### src/rtl/id_pkg.sv
// ---------------------------------------------------------------------------
// id_pkg
// Purpose : shared constants and types for the registered RV32 decode stage
//           (id_stage_pipe) and its hazard scoreboard (id_scoreboard).
// Contents: major opcodes, funct3/funct7 values, operation codes (oh),
//           instruction format enum, scoreboard entry type.
// Ports   : none (package).
// ---------------------------------------------------------------------------
package id_pkg;

   localparam logic [6:0] OPC_OPIMM  = 7'b0010011;
   localparam logic [6:0] OPC_OP     = 7'b0110011;
   localparam logic [6:0] OPC_BRANCH = 7'b1100011;
   localparam logic [6:0] OPC_LUI    = 7'b0110111;
   localparam logic [6:0] OPC_AUIPC  = 7'b0010111;
   localparam logic [6:0] OPC_JAL    = 7'b1101111;

   localparam logic [2:0] F3_ADD = 3'b000;
   localparam logic [2:0] F3_XOR = 3'b100;
   localparam logic [2:0] F3_OR  = 3'b110;
   localparam logic [2:0] F3_AND = 3'b111;
   localparam logic [2:0] F3_BEQ = 3'b000;
   localparam logic [2:0] F3_BNE = 3'b001;

   localparam logic [6:0] F7_BASE = 7'b0000000;
   localparam logic [6:0] F7_SUB  = 7'b0100000;

   localparam logic [4:0] OH_NOP   = 5'd0;
   localparam logic [4:0] OH_ADDI  = 5'd1;
   localparam logic [4:0] OH_ADD   = 5'd2;
   localparam logic [4:0] OH_SUB   = 5'd3;
   localparam logic [4:0] OH_BNE   = 5'd4;
   localparam logic [4:0] OH_BEQ   = 5'd5;
   localparam logic [4:0] OH_JAL   = 5'd6;
   localparam logic [4:0] OH_LUI   = 5'd7;
   localparam logic [4:0] OH_ANDI  = 5'd8;
   localparam logic [4:0] OH_ORI   = 5'd9;
   localparam logic [4:0] OH_XORI  = 5'd10;
   localparam logic [4:0] OH_AND   = 5'd11;
   localparam logic [4:0] OH_OR    = 5'd12;
   localparam logic [4:0] OH_XOR   = 5'd13;
   localparam logic [4:0] OH_AUIPC = 5'd14;

   // FMT_NONE doubles as "undecodable"
   typedef enum logic [2:0] {
      FMT_NONE, FMT_I, FMT_R, FMT_B, FMT_U, FMT_J
   } fmt_e;

   typedef struct packed {
      logic       v;
      logic [4:0] rd;
   } sb_entry_t;

endpackage

### src/rtl/id_stage_pipe_if.sv
// ---------------------------------------------------------------------------
// id_stage_pipe_if
// Purpose : bundles the if_id-side handshake, regfile read port and ex-side
//           output register of the decode stage.
// Modports: slave  - the decode stage itself.
//           master - the surrounding pipeline (if_id, regfile, ex).
// Signals : in_valid/in_ready/ins/ins_addr/flush, rs1/rs2 addr+data,
//           out_valid/out_ready, op1, op2, imm, ins2ex, pc_out, rd_addr,
//           rd_wen, oh, illegal.
// Macro   : ID_FWD_EN adds wb_wen, wb_rd, wb_data (write-back forwarding).
// ---------------------------------------------------------------------------
interface id_stage_pipe_if #(
   parameter int XLEN = 32,
   parameter int OH_W = 5
);
   logic            in_valid;
   logic            in_ready;
   logic [31:0]     ins;
   logic [XLEN-1:0] ins_addr;
   logic            flush;
   logic [4:0]      rs1_addr;
   logic [4:0]      rs2_addr;
   logic [XLEN-1:0] rs1_data;
   logic [XLEN-1:0] rs2_data;
   logic            out_valid;
   logic            out_ready;
   logic [XLEN-1:0] op1;
   logic [XLEN-1:0] op2;
   logic [XLEN-1:0] imm;
   logic [31:0]     ins2ex;
   logic [XLEN-1:0] pc_out;
   logic [4:0]      rd_addr;
   logic            rd_wen;
   logic [OH_W-1:0] oh;
   logic            illegal;
`ifdef ID_FWD_EN
   logic            wb_wen;
   logic [4:0]      wb_rd;
   logic [XLEN-1:0] wb_data;
`endif

   modport slave (
      input  in_valid, ins, ins_addr, flush, rs1_data, rs2_data, out_ready,
`ifdef ID_FWD_EN
      input  wb_wen, wb_rd, wb_data,
`endif
      output in_ready, rs1_addr, rs2_addr, out_valid, op1, op2, imm,
             ins2ex, pc_out, rd_addr, rd_wen, oh, illegal
   );

   modport master (
      output in_valid, ins, ins_addr, flush, rs1_data, rs2_data, out_ready,
`ifdef ID_FWD_EN
      output wb_wen, wb_rd, wb_data,
`endif
      input  in_ready, rs1_addr, rs2_addr, out_valid, op1, op2, imm,
             ins2ex, pc_out, rd_addr, rd_wen, oh, illegal
   );
endinterface

### src/rtl/id_stage_pipe_scoreboard.sv
// ---------------------------------------------------------------------------
// id_scoreboard
// Purpose : tracks destination registers of ops between the decode output
//           register and regfile write-back, and flags RAW hazards.
// Ports   : clk, rst (async, active-high)
//           shift   - advance all slots toward the oldest (ex took an op slot)
//           push    - a register-writing op is accepted this cycle
//           push_rd - its destination
//           rs1/rs2 - source registers of the instruction being decoded
//                     (already zero when the source is unused)
//           hazard  - a source matches a checked in-flight destination
// Macro   : ID_FWD_EN excludes the oldest slot, which write-back forwards.
// ---------------------------------------------------------------------------
module id_scoreboard
   import id_pkg::*;
#(
   parameter int HAZ_DEPTH = 3
) (
   input  logic       clk,
   input  logic       rst,
   input  logic       shift,
   input  logic       push,
   input  logic [4:0] push_rd,
   input  logic [4:0] rs1,
   input  logic [4:0] rs2,
   output logic       hazard
);
`ifdef ID_FWD_EN
   localparam int CHK = HAZ_DEPTH - 1;
`else
   localparam int CHK = HAZ_DEPTH;
`endif

   sb_entry_t slots [HAZ_DEPTH];
   sb_entry_t new_entry;

   // non-writing ops enter as a bubble so slot age stays aligned with stages
   always_comb begin
      new_entry.v  = push;
      new_entry.rd = push ? push_rd : 5'd0;
   end

   // ---- scoreboard slots: slot 0 youngest, slot HAZ_DEPTH-1 oldest ----
   always_ff @(posedge clk or posedge rst) begin
      if (rst) begin
         for (int i = 0; i < HAZ_DEPTH; i++) slots[i] <= '0;
      end else if (shift) begin
         slots[0] <= new_entry;
         for (int i = 1; i < HAZ_DEPTH; i++) slots[i] <= slots[i-1];
      end else if (push) begin
         // output register was empty, so slot 0 carries no live op
         slots[0] <= new_entry;
      end
   end

   always_comb begin
      hazard = 1'b0;
      for (int i = 0; i < CHK; i++) begin
         if (slots[i].v &&
             ((rs1 != 5'd0 && rs1 == slots[i].rd) ||
              (rs2 != 5'd0 && rs2 == slots[i].rd)))
            hazard = 1'b1;
      end
   end
endmodule

### src/rtl/id_stage_pipe.sv
// ---------------------------------------------------------------------------
// id_stage_pipe
// Purpose : registered, handshaked RV32 decode stage between if_id and ex.
//           Decodes ins, reads the regfile (same cycle), stalls on RAW
//           hazards and registers the op into the ex-side output register.
// Ports   : clk, rst (async, active-high), bus (id_stage_pipe_if.slave):
//           in_valid/in_ready/ins/ins_addr/flush from if_id, rs1/rs2 regfile
//           read port, out_valid/out_ready + op1/op2/imm/ins2ex/pc_out/
//           rd_addr/rd_wen/oh/illegal toward ex.
// Macro   : ID_FWD_EN enables write-back forwarding into op1/op2 and
//           shortens the hazard window by one slot.
// ---------------------------------------------------------------------------
module id_stage_pipe
   import id_pkg::*;
#(
   parameter int XLEN      = 32,
   parameter int OH_W      = 5,
   parameter int HAZ_DEPTH = 3
) (
   input logic           clk,
   input logic           rst,
   id_stage_pipe_if.slave bus
);
   logic [31:0]            ins;
   logic [6:0]             opc, f7;
   logic [2:0]             f3;
   fmt_e                   fmt;
   logic [4:0]             code;
   logic signed [XLEN-1:0] imm_d;
   logic                   use1, use2;
   logic [4:0]             rs1_a, rs2_a, rd_d;
   logic [XLEN-1:0]        src1, src2, op1_d, op2_d;
   logic                   wen_d, ill_d, hazard, in_ready, fire;

   logic                   vld_p1;
   logic [XLEN-1:0]        op1_p1, op2_p1, imm_p1, pc_p1;
   logic [31:0]            ins_p1;
   logic [4:0]             rd_p1;
   logic                   wen_p1, ill_p1;
   logic [OH_W-1:0]        oh_p1;

   assign ins = bus.ins;
   assign opc = ins[6:0];
   assign f3  = ins[14:12];
   assign f7  = ins[31:25];

   // ---- stage p0: decode ----
   always_comb begin
      fmt  = FMT_NONE;
      code = OH_NOP;
      case (opc)
         OPC_OPIMM: begin
            fmt = FMT_I;
            case (f3)
               F3_ADD:  code = OH_ADDI;
               F3_AND:  code = OH_ANDI;
               F3_OR:   code = OH_ORI;
               F3_XOR:  code = OH_XORI;
               default: fmt  = FMT_NONE;
            endcase
         end
         OPC_OP: begin
            fmt = FMT_R;
            if (f7 == F7_BASE) begin
               case (f3)
                  F3_ADD:  code = OH_ADD;
                  F3_AND:  code = OH_AND;
                  F3_OR:   code = OH_OR;
                  F3_XOR:  code = OH_XOR;
                  default: fmt  = FMT_NONE;
               endcase
            end else if (f7 == F7_SUB && f3 == F3_ADD) begin
               code = OH_SUB;
            end else begin
               fmt = FMT_NONE;
            end
         end
         OPC_BRANCH: begin
            fmt = FMT_B;
            case (f3)
               F3_BEQ:  code = OH_BEQ;
               F3_BNE:  code = OH_BNE;
               default: fmt  = FMT_NONE;
            endcase
         end
         OPC_LUI:   begin fmt = FMT_U; code = OH_LUI;   end
         OPC_AUIPC: begin fmt = FMT_U; code = OH_AUIPC; end
         OPC_JAL:   begin fmt = FMT_J; code = OH_JAL;   end
         default: ;
      endcase
   end

   always_comb begin
      imm_d = '0;
      use1  = 1'b0;
      use2  = 1'b0;
      case (fmt)
         FMT_I: begin
            imm_d = XLEN'($signed(ins[31:20]));
            use1  = 1'b1;
         end
         FMT_R: begin
            use1 = 1'b1;
            use2 = 1'b1;
         end
         FMT_B: begin
            imm_d = XLEN'($signed({ins[31], ins[7], ins[30:25], ins[11:8], 1'b0}));
            use1  = 1'b1;
            use2  = 1'b1;
         end
         FMT_U:   imm_d = XLEN'($signed({ins[31:12], 12'h000}));
         FMT_J:   imm_d = XLEN'($signed({ins[31], ins[19:12], ins[20], ins[30:21], 1'b0}));
         default: ;
      endcase
   end

   // unused sources read address 0 so they can never raise a hazard
   assign rs1_a = use1 ? ins[19:15] : 5'd0;
   assign rs2_a = use2 ? ins[24:20] : 5'd0;
   assign bus.rs1_addr = rs1_a;
   assign bus.rs2_addr = rs2_a;

   always_comb begin
      src1 = bus.rs1_data;
      src2 = bus.rs2_data;
`ifdef ID_FWD_EN
      if (bus.wb_wen && bus.wb_rd != 5'd0 && bus.wb_rd == rs1_a) src1 = bus.wb_data;
      if (bus.wb_wen && bus.wb_rd != 5'd0 && bus.wb_rd == rs2_a) src2 = bus.wb_data;
`endif
   end

   always_comb begin
      op1_d = '0;
      op2_d = '0;
      case (fmt)
         FMT_I:        begin op1_d = src1; op2_d = imm_d; end
         FMT_R, FMT_B: begin op1_d = src1; op2_d = src2;  end
         FMT_U:        begin op1_d = (code == OH_AUIPC) ? bus.ins_addr : '0; op2_d = imm_d; end
         FMT_J:        begin op1_d = bus.ins_addr; op2_d = imm_d; end
         default: ;
      endcase
   end

   assign rd_d  = (fmt == FMT_B || fmt == FMT_NONE) ? 5'd0 : ins[11:7];
   assign wen_d = (rd_d != 5'd0);
   assign ill_d = (fmt == FMT_NONE);

   id_scoreboard #(.HAZ_DEPTH(HAZ_DEPTH)) u_sb (
      .clk     (clk),
      .rst     (rst),
      .shift   (bus.out_ready),
      .push    (fire & wen_d),
      .push_rd (rd_d),
      .rs1     (rs1_a),
      .rs2     (rs2_a),
      .hazard  (hazard)
   );

   assign in_ready     = (~vld_p1 | bus.out_ready) & ~hazard & ~bus.flush;
   assign fire         = bus.in_valid & in_ready;
   assign bus.in_ready = in_ready;

   // ---- stage p1: ex-side output register ----
   always_ff @(posedge clk or posedge rst) begin
      if (rst) begin
         vld_p1 <= 1'b0;
         op1_p1 <= '0;
         op2_p1 <= '0;
         imm_p1 <= '0;
         pc_p1  <= '0;
         ins_p1 <= '0;
         rd_p1  <= '0;
         wen_p1 <= 1'b0;
         ill_p1 <= 1'b0;
         oh_p1  <= '0;
      end else begin
         if (bus.flush)          vld_p1 <= 1'b0;
         else if (fire)          vld_p1 <= 1'b1;
         else if (bus.out_ready) vld_p1 <= 1'b0;
         if (fire) begin
            op1_p1 <= op1_d;
            op2_p1 <= op2_d;
            imm_p1 <= imm_d;
            pc_p1  <= bus.ins_addr;
            ins_p1 <= ins;
            rd_p1  <= rd_d;
            wen_p1 <= wen_d;
            ill_p1 <= ill_d;
            oh_p1  <= OH_W'(code);
         end
      end
   end

   assign bus.out_valid = vld_p1;
   assign bus.op1       = op1_p1;
   assign bus.op2       = op2_p1;
   assign bus.imm       = imm_p1;
   assign bus.pc_out    = pc_p1;
   assign bus.ins2ex    = ins_p1;
   assign bus.rd_addr   = rd_p1;
   assign bus.rd_wen    = wen_p1;
   assign bus.illegal   = ill_p1;
   assign bus.oh        = oh_p1;
endmodule

### src/flat_wrapper.sv
// flat-port wrapper written by rule: the top's interface ports become plain ports
module id_stage_pipe_flat import id_pkg::*;
#(
   parameter int XLEN      = 32,
   parameter int OH_W      = 5,
   parameter int HAZ_DEPTH = 3
)
  (clk, rst, bus_in_valid, bus_ins, bus_ins_addr, bus_flush, bus_rs1_data, bus_rs2_data, bus_out_ready, bus_in_ready, bus_rs1_addr, bus_rs2_addr, bus_out_valid, bus_op1, bus_op2, bus_imm, bus_ins2ex, bus_pc_out, bus_rd_addr, bus_rd_wen, bus_oh, bus_illegal);
  id_stage_pipe_if #(.XLEN(XLEN), .OH_W(OH_W)) bus_i ();
  input logic clk;
  input logic rst;
  input wire logic [$bits(bus_i.in_valid)-1:0] bus_in_valid;
  input wire logic [$bits(bus_i.ins)-1:0] bus_ins;
  input wire logic [$bits(bus_i.ins_addr)-1:0] bus_ins_addr;
  input wire logic [$bits(bus_i.flush)-1:0] bus_flush;
  input wire logic [$bits(bus_i.rs1_data)-1:0] bus_rs1_data;
  input wire logic [$bits(bus_i.rs2_data)-1:0] bus_rs2_data;
  input wire logic [$bits(bus_i.out_ready)-1:0] bus_out_ready;
  output wire logic [$bits(bus_i.in_ready)-1:0] bus_in_ready;
  output wire logic [$bits(bus_i.rs1_addr)-1:0] bus_rs1_addr;
  output wire logic [$bits(bus_i.rs2_addr)-1:0] bus_rs2_addr;
  output wire logic [$bits(bus_i.out_valid)-1:0] bus_out_valid;
  output wire logic [$bits(bus_i.op1)-1:0] bus_op1;
  output wire logic [$bits(bus_i.op2)-1:0] bus_op2;
  output wire logic [$bits(bus_i.imm)-1:0] bus_imm;
  output wire logic [$bits(bus_i.ins2ex)-1:0] bus_ins2ex;
  output wire logic [$bits(bus_i.pc_out)-1:0] bus_pc_out;
  output wire logic [$bits(bus_i.rd_addr)-1:0] bus_rd_addr;
  output wire logic [$bits(bus_i.rd_wen)-1:0] bus_rd_wen;
  output wire logic [$bits(bus_i.oh)-1:0] bus_oh;
  output wire logic [$bits(bus_i.illegal)-1:0] bus_illegal;
  assign bus_i.in_valid = bus_in_valid;
  assign bus_i.ins = bus_ins;
  assign bus_i.ins_addr = bus_ins_addr;
  assign bus_i.flush = bus_flush;
  assign bus_i.rs1_data = bus_rs1_data;
  assign bus_i.rs2_data = bus_rs2_data;
  assign bus_i.out_ready = bus_out_ready;
  assign bus_in_ready = bus_i.in_ready;
  assign bus_rs1_addr = bus_i.rs1_addr;
  assign bus_rs2_addr = bus_i.rs2_addr;
  assign bus_out_valid = bus_i.out_valid;
  assign bus_op1 = bus_i.op1;
  assign bus_op2 = bus_i.op2;
  assign bus_imm = bus_i.imm;
  assign bus_ins2ex = bus_i.ins2ex;
  assign bus_pc_out = bus_i.pc_out;
  assign bus_rd_addr = bus_i.rd_addr;
  assign bus_rd_wen = bus_i.rd_wen;
  assign bus_oh = bus_i.oh;
  assign bus_illegal = bus_i.illegal;
  id_stage_pipe #(.XLEN(XLEN), .OH_W(OH_W), .HAZ_DEPTH(HAZ_DEPTH)) u_core (.clk(clk), .rst(rst), .bus(bus_i));
endmodule
### config.mk
export PLATFORM = sky130hd
export DESIGN_NAME = id_stage_pipe_flat
export DESIGN_NICKNAME = d
export VERILOG_FILES = /design/src/rtl/id_pkg.sv /design/src/rtl/id_stage_pipe_if.sv /design/src/rtl/id_stage_pipe_scoreboard.sv /design/src/rtl/id_stage_pipe.sv /design/src/flat_wrapper.sv
export SDC_FILE = /design/constraint.sdc
export NUM_CORES = 1
export LEC_CHECK = 0
export ABC_AREA = 1
export CAP_MARGIN = 5
export CORE_MARGIN = 4
export CORE_UTILIZATION = 46
export DETAILED_ROUTE_END_ITERATION = 8
export HOLD_SLACK_MARGIN = 0.1
export PLACE_DENSITY = 0.8
export SETUP_SLACK_MARGIN = 0.05
export SLEW_MARGIN = 20
export SYNTH_ARGS = -nofsm -noshare
export SYNTH_HDL_FRONTEND = slang
export SYNTH_HIERARCHICAL = 1
export SYNTH_SLANG_ARGS = --single-unit
### constraint.sdc
create_clock -name clk -period 5.9 [get_ports clk]
set_input_delay 0.59 -clock clk [delete_from_list [all_inputs] [get_ports clk]]
set_output_delay 0.59 -clock clk [all_outputs]
set_load 0.01 [all_outputs]
==> results.py <==
metrics = {
    "cts": {
        "postCtsSetupBuffers": 0,
        "clock_latency_ns": 0.42,
        "clkTransAtPathRegs_ns": 0.06,
        "h-tree-depth": 4,
        "cts_root_buf": "clkbuf_16",
        "cts_buffers": 17,
        "numClockSinks": 190,
        "cts_hold_buf": 0,
        "ctsResizeCount": 0,
        "cts_tree": "yes",
        "clockBufferDepth": 2,
    },
    "yosys": {
        "synth_fp_nets": 1307,
        "synth_top_area_cell": "dfrtp_1",
        "async_flop_share_pct": 100,
        "ys.flop_type": "dfrtp_1",
        "synthTopCellsByArea": "dfrtp_1, nand2_1, o21ai_0",
        "synth.most_common_cell": "nand2_1",
        "syn-cell-area_sq_um": 8990,
        "synth_edf_count": 0,
        "ys_seq_elements": 190,
        "netlist.area_leader.share_pct": 52.9,
        "avgSynthCellArea_sq_um": 7.66,
        "yosys_warnings": 6,
        "ys_seq_area_share_pct": 52.9,
        "synth_common_cells": "nand2_1, dfrtp_1, inv_1",
        "postSynthCellCount": 1174,
        "synth.distinct_cells": 32,
    },
    "cells_and_area": {
        "seq_area_sq_um": 4750,
        "fin_nets": 1594,
        "nFillCells": 1604,
        "n_antenna_cell": 0,
        "drive_gt1_share_pct": 4.62,
        "multi_input_area_sq_um": 3590,
        "stdcell_area_sq_um": 12900,
        "area_growth_pct": 43.8,
    },
    "power_and_ir_drop": {
        "seqPwrFrac_pct": 45.9,
        "max-vdd-ir-drop_uv": 197,
        "internal-power_mw": 2.34,
        "clockPowerShare_pct": 38.0,
        "cellLeakagePower_nw": 6.47,
        "comb_power_share_pct": 16.1,
        "p_per_area_nw_per_um2": 241,
        "switching_share_pct": 24.9,
        "switching_power_mw": 0.775,
    },
    "die": {
        "io_pins": 317,
        "coreArea_sq_um": 19000,
        "start_util_pct": 47.5,
        "dieArea_sq_um": 21900,
        "rows": 50,
        "die_y_microns": 148,
        "die_w_microns": 148,
    },
    "global_routing": {
        "grt_start_max_net_pins": 237,
        "antenna_found_initial": 0,
        "grt_usage_pct": 26.7,
        "grt_pass1_wl_microns": 46000,
        "grt_overflow": 0,
        "grt_pass1_vias": 8492,
    },
    "worst_setup_path": {
        "timing.reg2reg.worst_path_depth": 14,
        "crit_path_frequent_cell": "nand2_1",
        "cp-endpoint": "bus_in_ready",
        "required_ns": 5.31,
        "r2r_end": "u_core/u_sb/slots[13]",
        "cp.arrival_ns": 4.34,
        "cp-start-kind": "primary input",
        "crit_chain": "clkdlybuf4s50_1, nand2_1, nor2_1, nand2_1, nor2_2, nand3_2, nand2_4, inv_4, nand2_8, nand2_1, inv_1, xor2_1, nor2_1, nand3_1, nand2_1, nand2_1, nand3_2, nor3_1, clkdlybuf4s50_1",
        "worstSetupEndpointType": "primary output",
        "slowest_stage": "clkdlybuf4s50_1",
        "critPathLaunch": "bus_ins[4]",
        "r2r_start": "u_core/u_sb/slots[16]",
        "crit_fanout": 37,
        "critPathMaxStageDelay_ns": 0.63,
        "reg2reg_slack_ns": 3.19,
        "setup.worst_path.class": "in -> out",
    },
    "job": {
        "cap_viol_max_count": 0,
    },
    "detailed_routing": {
        "drcViolationCount": 0,
        "totalWireLength_microns": 29200,
        "drt_iter0_markers": 789,
        "vias_per_cell": 4.98,
        "first_pass_iters": 8,
        "ant_nets": 0,
        "vias": 8618,
        "detail_route.wl_per_cell_microns": 16.8,
    },
    "sta": {
        "period_needed_ns": 4.93,
        "hold_viol_final": 0,
        "skew_ns": 0.00857,
        "relSlewSlack_pct": 38.3,
        "finalWorstSetupSlack_ns": 0.967,
        "max_freq_ghz": 0.203,
        "rsz0062_at_grt": "false",
        "tightestPinTransition_ns": 0.926,
        "final.period_utilization_pct": 83.6,
        "finalSetupTns_ns": 0,
        "setup_violations": 0,
        "slew_violations": 0,
    },
    "placement": {
        "dp_hpwl_microns": 21300,
        "place.gp.congestion": 0.965,
        "placed_cell_area_sq_um": 12300,
        "io_buffers": 315,
        "dp_worst_setup_slack_ns": 0.912,
    },
    "outcome": {
        "outcome": "completed",
    },
    "hold_path": {
        "holdPathStages": 2,
        "hold_class": "reg -> reg",
    },
}
-- power groups by stage --
stage / registers, mW / clock network [mW] / logic, mW
after floorplan: 1.49 / 0 / 0.142
after detailed placement: 1.45 / 0 / 0.504
after CTS: 1.43 / 1.21 / 0.506
final: 1.43 / 1.18 / 0.501
after global routing: 1.44 / 1.26 / 0.541
after global placement: 1.45 / 0 / 0.499
-- final cells by class --
cell class	count	area share (%)
Multi-Input combinational cell	821	27.8
Sequential cell	190	36.8
Tap cell	260	2.52
Clock inverter	9	1.05
Inverter	108	3.20
Timing Repair Buffer	323	25.0
Clock buffer	21	3.64
-- through the flow --
step / util [%] / instances / total power, mW / hold WS (ns)
after floorplan: - / 1174 / 1.63 / 0.442
after global placement: 65.0 / 1702 / 1.95 / 0.462
after detailed placement: 65.0 / 1702 / 1.95 / 0.464
after CTS: 68.2 / 1732 / 3.14 / 0.481
after global routing: 68.2 / 1732 / 3.24 / 0.494
final: 68.2 / 1732 / 3.11 / 0.478
-- state kept, by name, indices dropped and copies added (netlist names), 4 cells and up --
name	count
u_core/bus.rd_addr	5
u_core/bus.oh	4
u_core/bus.imm	32
u_core/bus.ins2ex	32
u_core/bus.pc_out	32
u_core/bus.op2	32
u_core/bus.op1	32
u_core/u_sb/slots	18
-- layout by cell type, fill, tap and decap left out, drive strengths merged --
cell type	count
clkinv	5
dfrtp	190
buf	8
nor3	4
o21a	1
nor2	44
xnor2	17
xor2	7
inv	107
o221ai	1
clkdlybuf4s50	315
nand3	18
bufinv	3
a21oi	4
clkinvlp	2
o21ai	132
o211ai	19
conb	1
a22oi	2
clkbuf	21
o31ai	3
nand2	568
-- per-layer routing --
| layer | GRT usage [%] | share of wire [%] | vias up | routed length [microns] |
|---|---|---|---|---|
| met5 | 0 | 0 | - | 0 |
| met4 | 13.5 | 5.1 | 0 | 1490 |
| met3 | 6.01 | 8.3 | 75 | 2430 |
| met2 | 42.1 | 47 | 392 | 13700 |
| met1 | 34.9 | 40 | 3967 | 11600 |
| li1 | - | - | 4184 | - |
-- worst min-delay path by stage --
stage	slack, ns	end	from
final	0.48	u_core/bus.op1[21]	u_core/bus.op1[21]
after global routing	0.49	u_core/bus.op1[27]	u_core/bus.op1[27]
after CTS	0.48	u_core/bus.op1[21]	u_core/bus.op1[21]
after detailed placement	0.46	u_core/bus.op1[21]	u_core/bus.op1[21]
after global placement	0.46	u_core/bus.op1[24]	u_core/bus.op1[24]
after floorplan	0.44	u_core/u_sb/slots[5]	u_core/u_sb/slots[5]
-- kinds of logic after synthesis --
family                    share of synthesized area [%]
DFF                                                52.9
other                                            0.0417
buffers and inverters                              7.33
and+or+nand+nor                                    27.6
AOI/OAI and AO/OA                                  9.79
xor gates and xnor gates                           2.34
-- worst max-delay path, delay by kind of cell --
family | cells | cell delay, ns
XOR/XNOR | 1 | 0.18
buffers and inverters | 4 | 1.46
AND/OR/NAND/NOR | 14 | 2.07
Note: power is estimated with default switching activity, not from simulation.
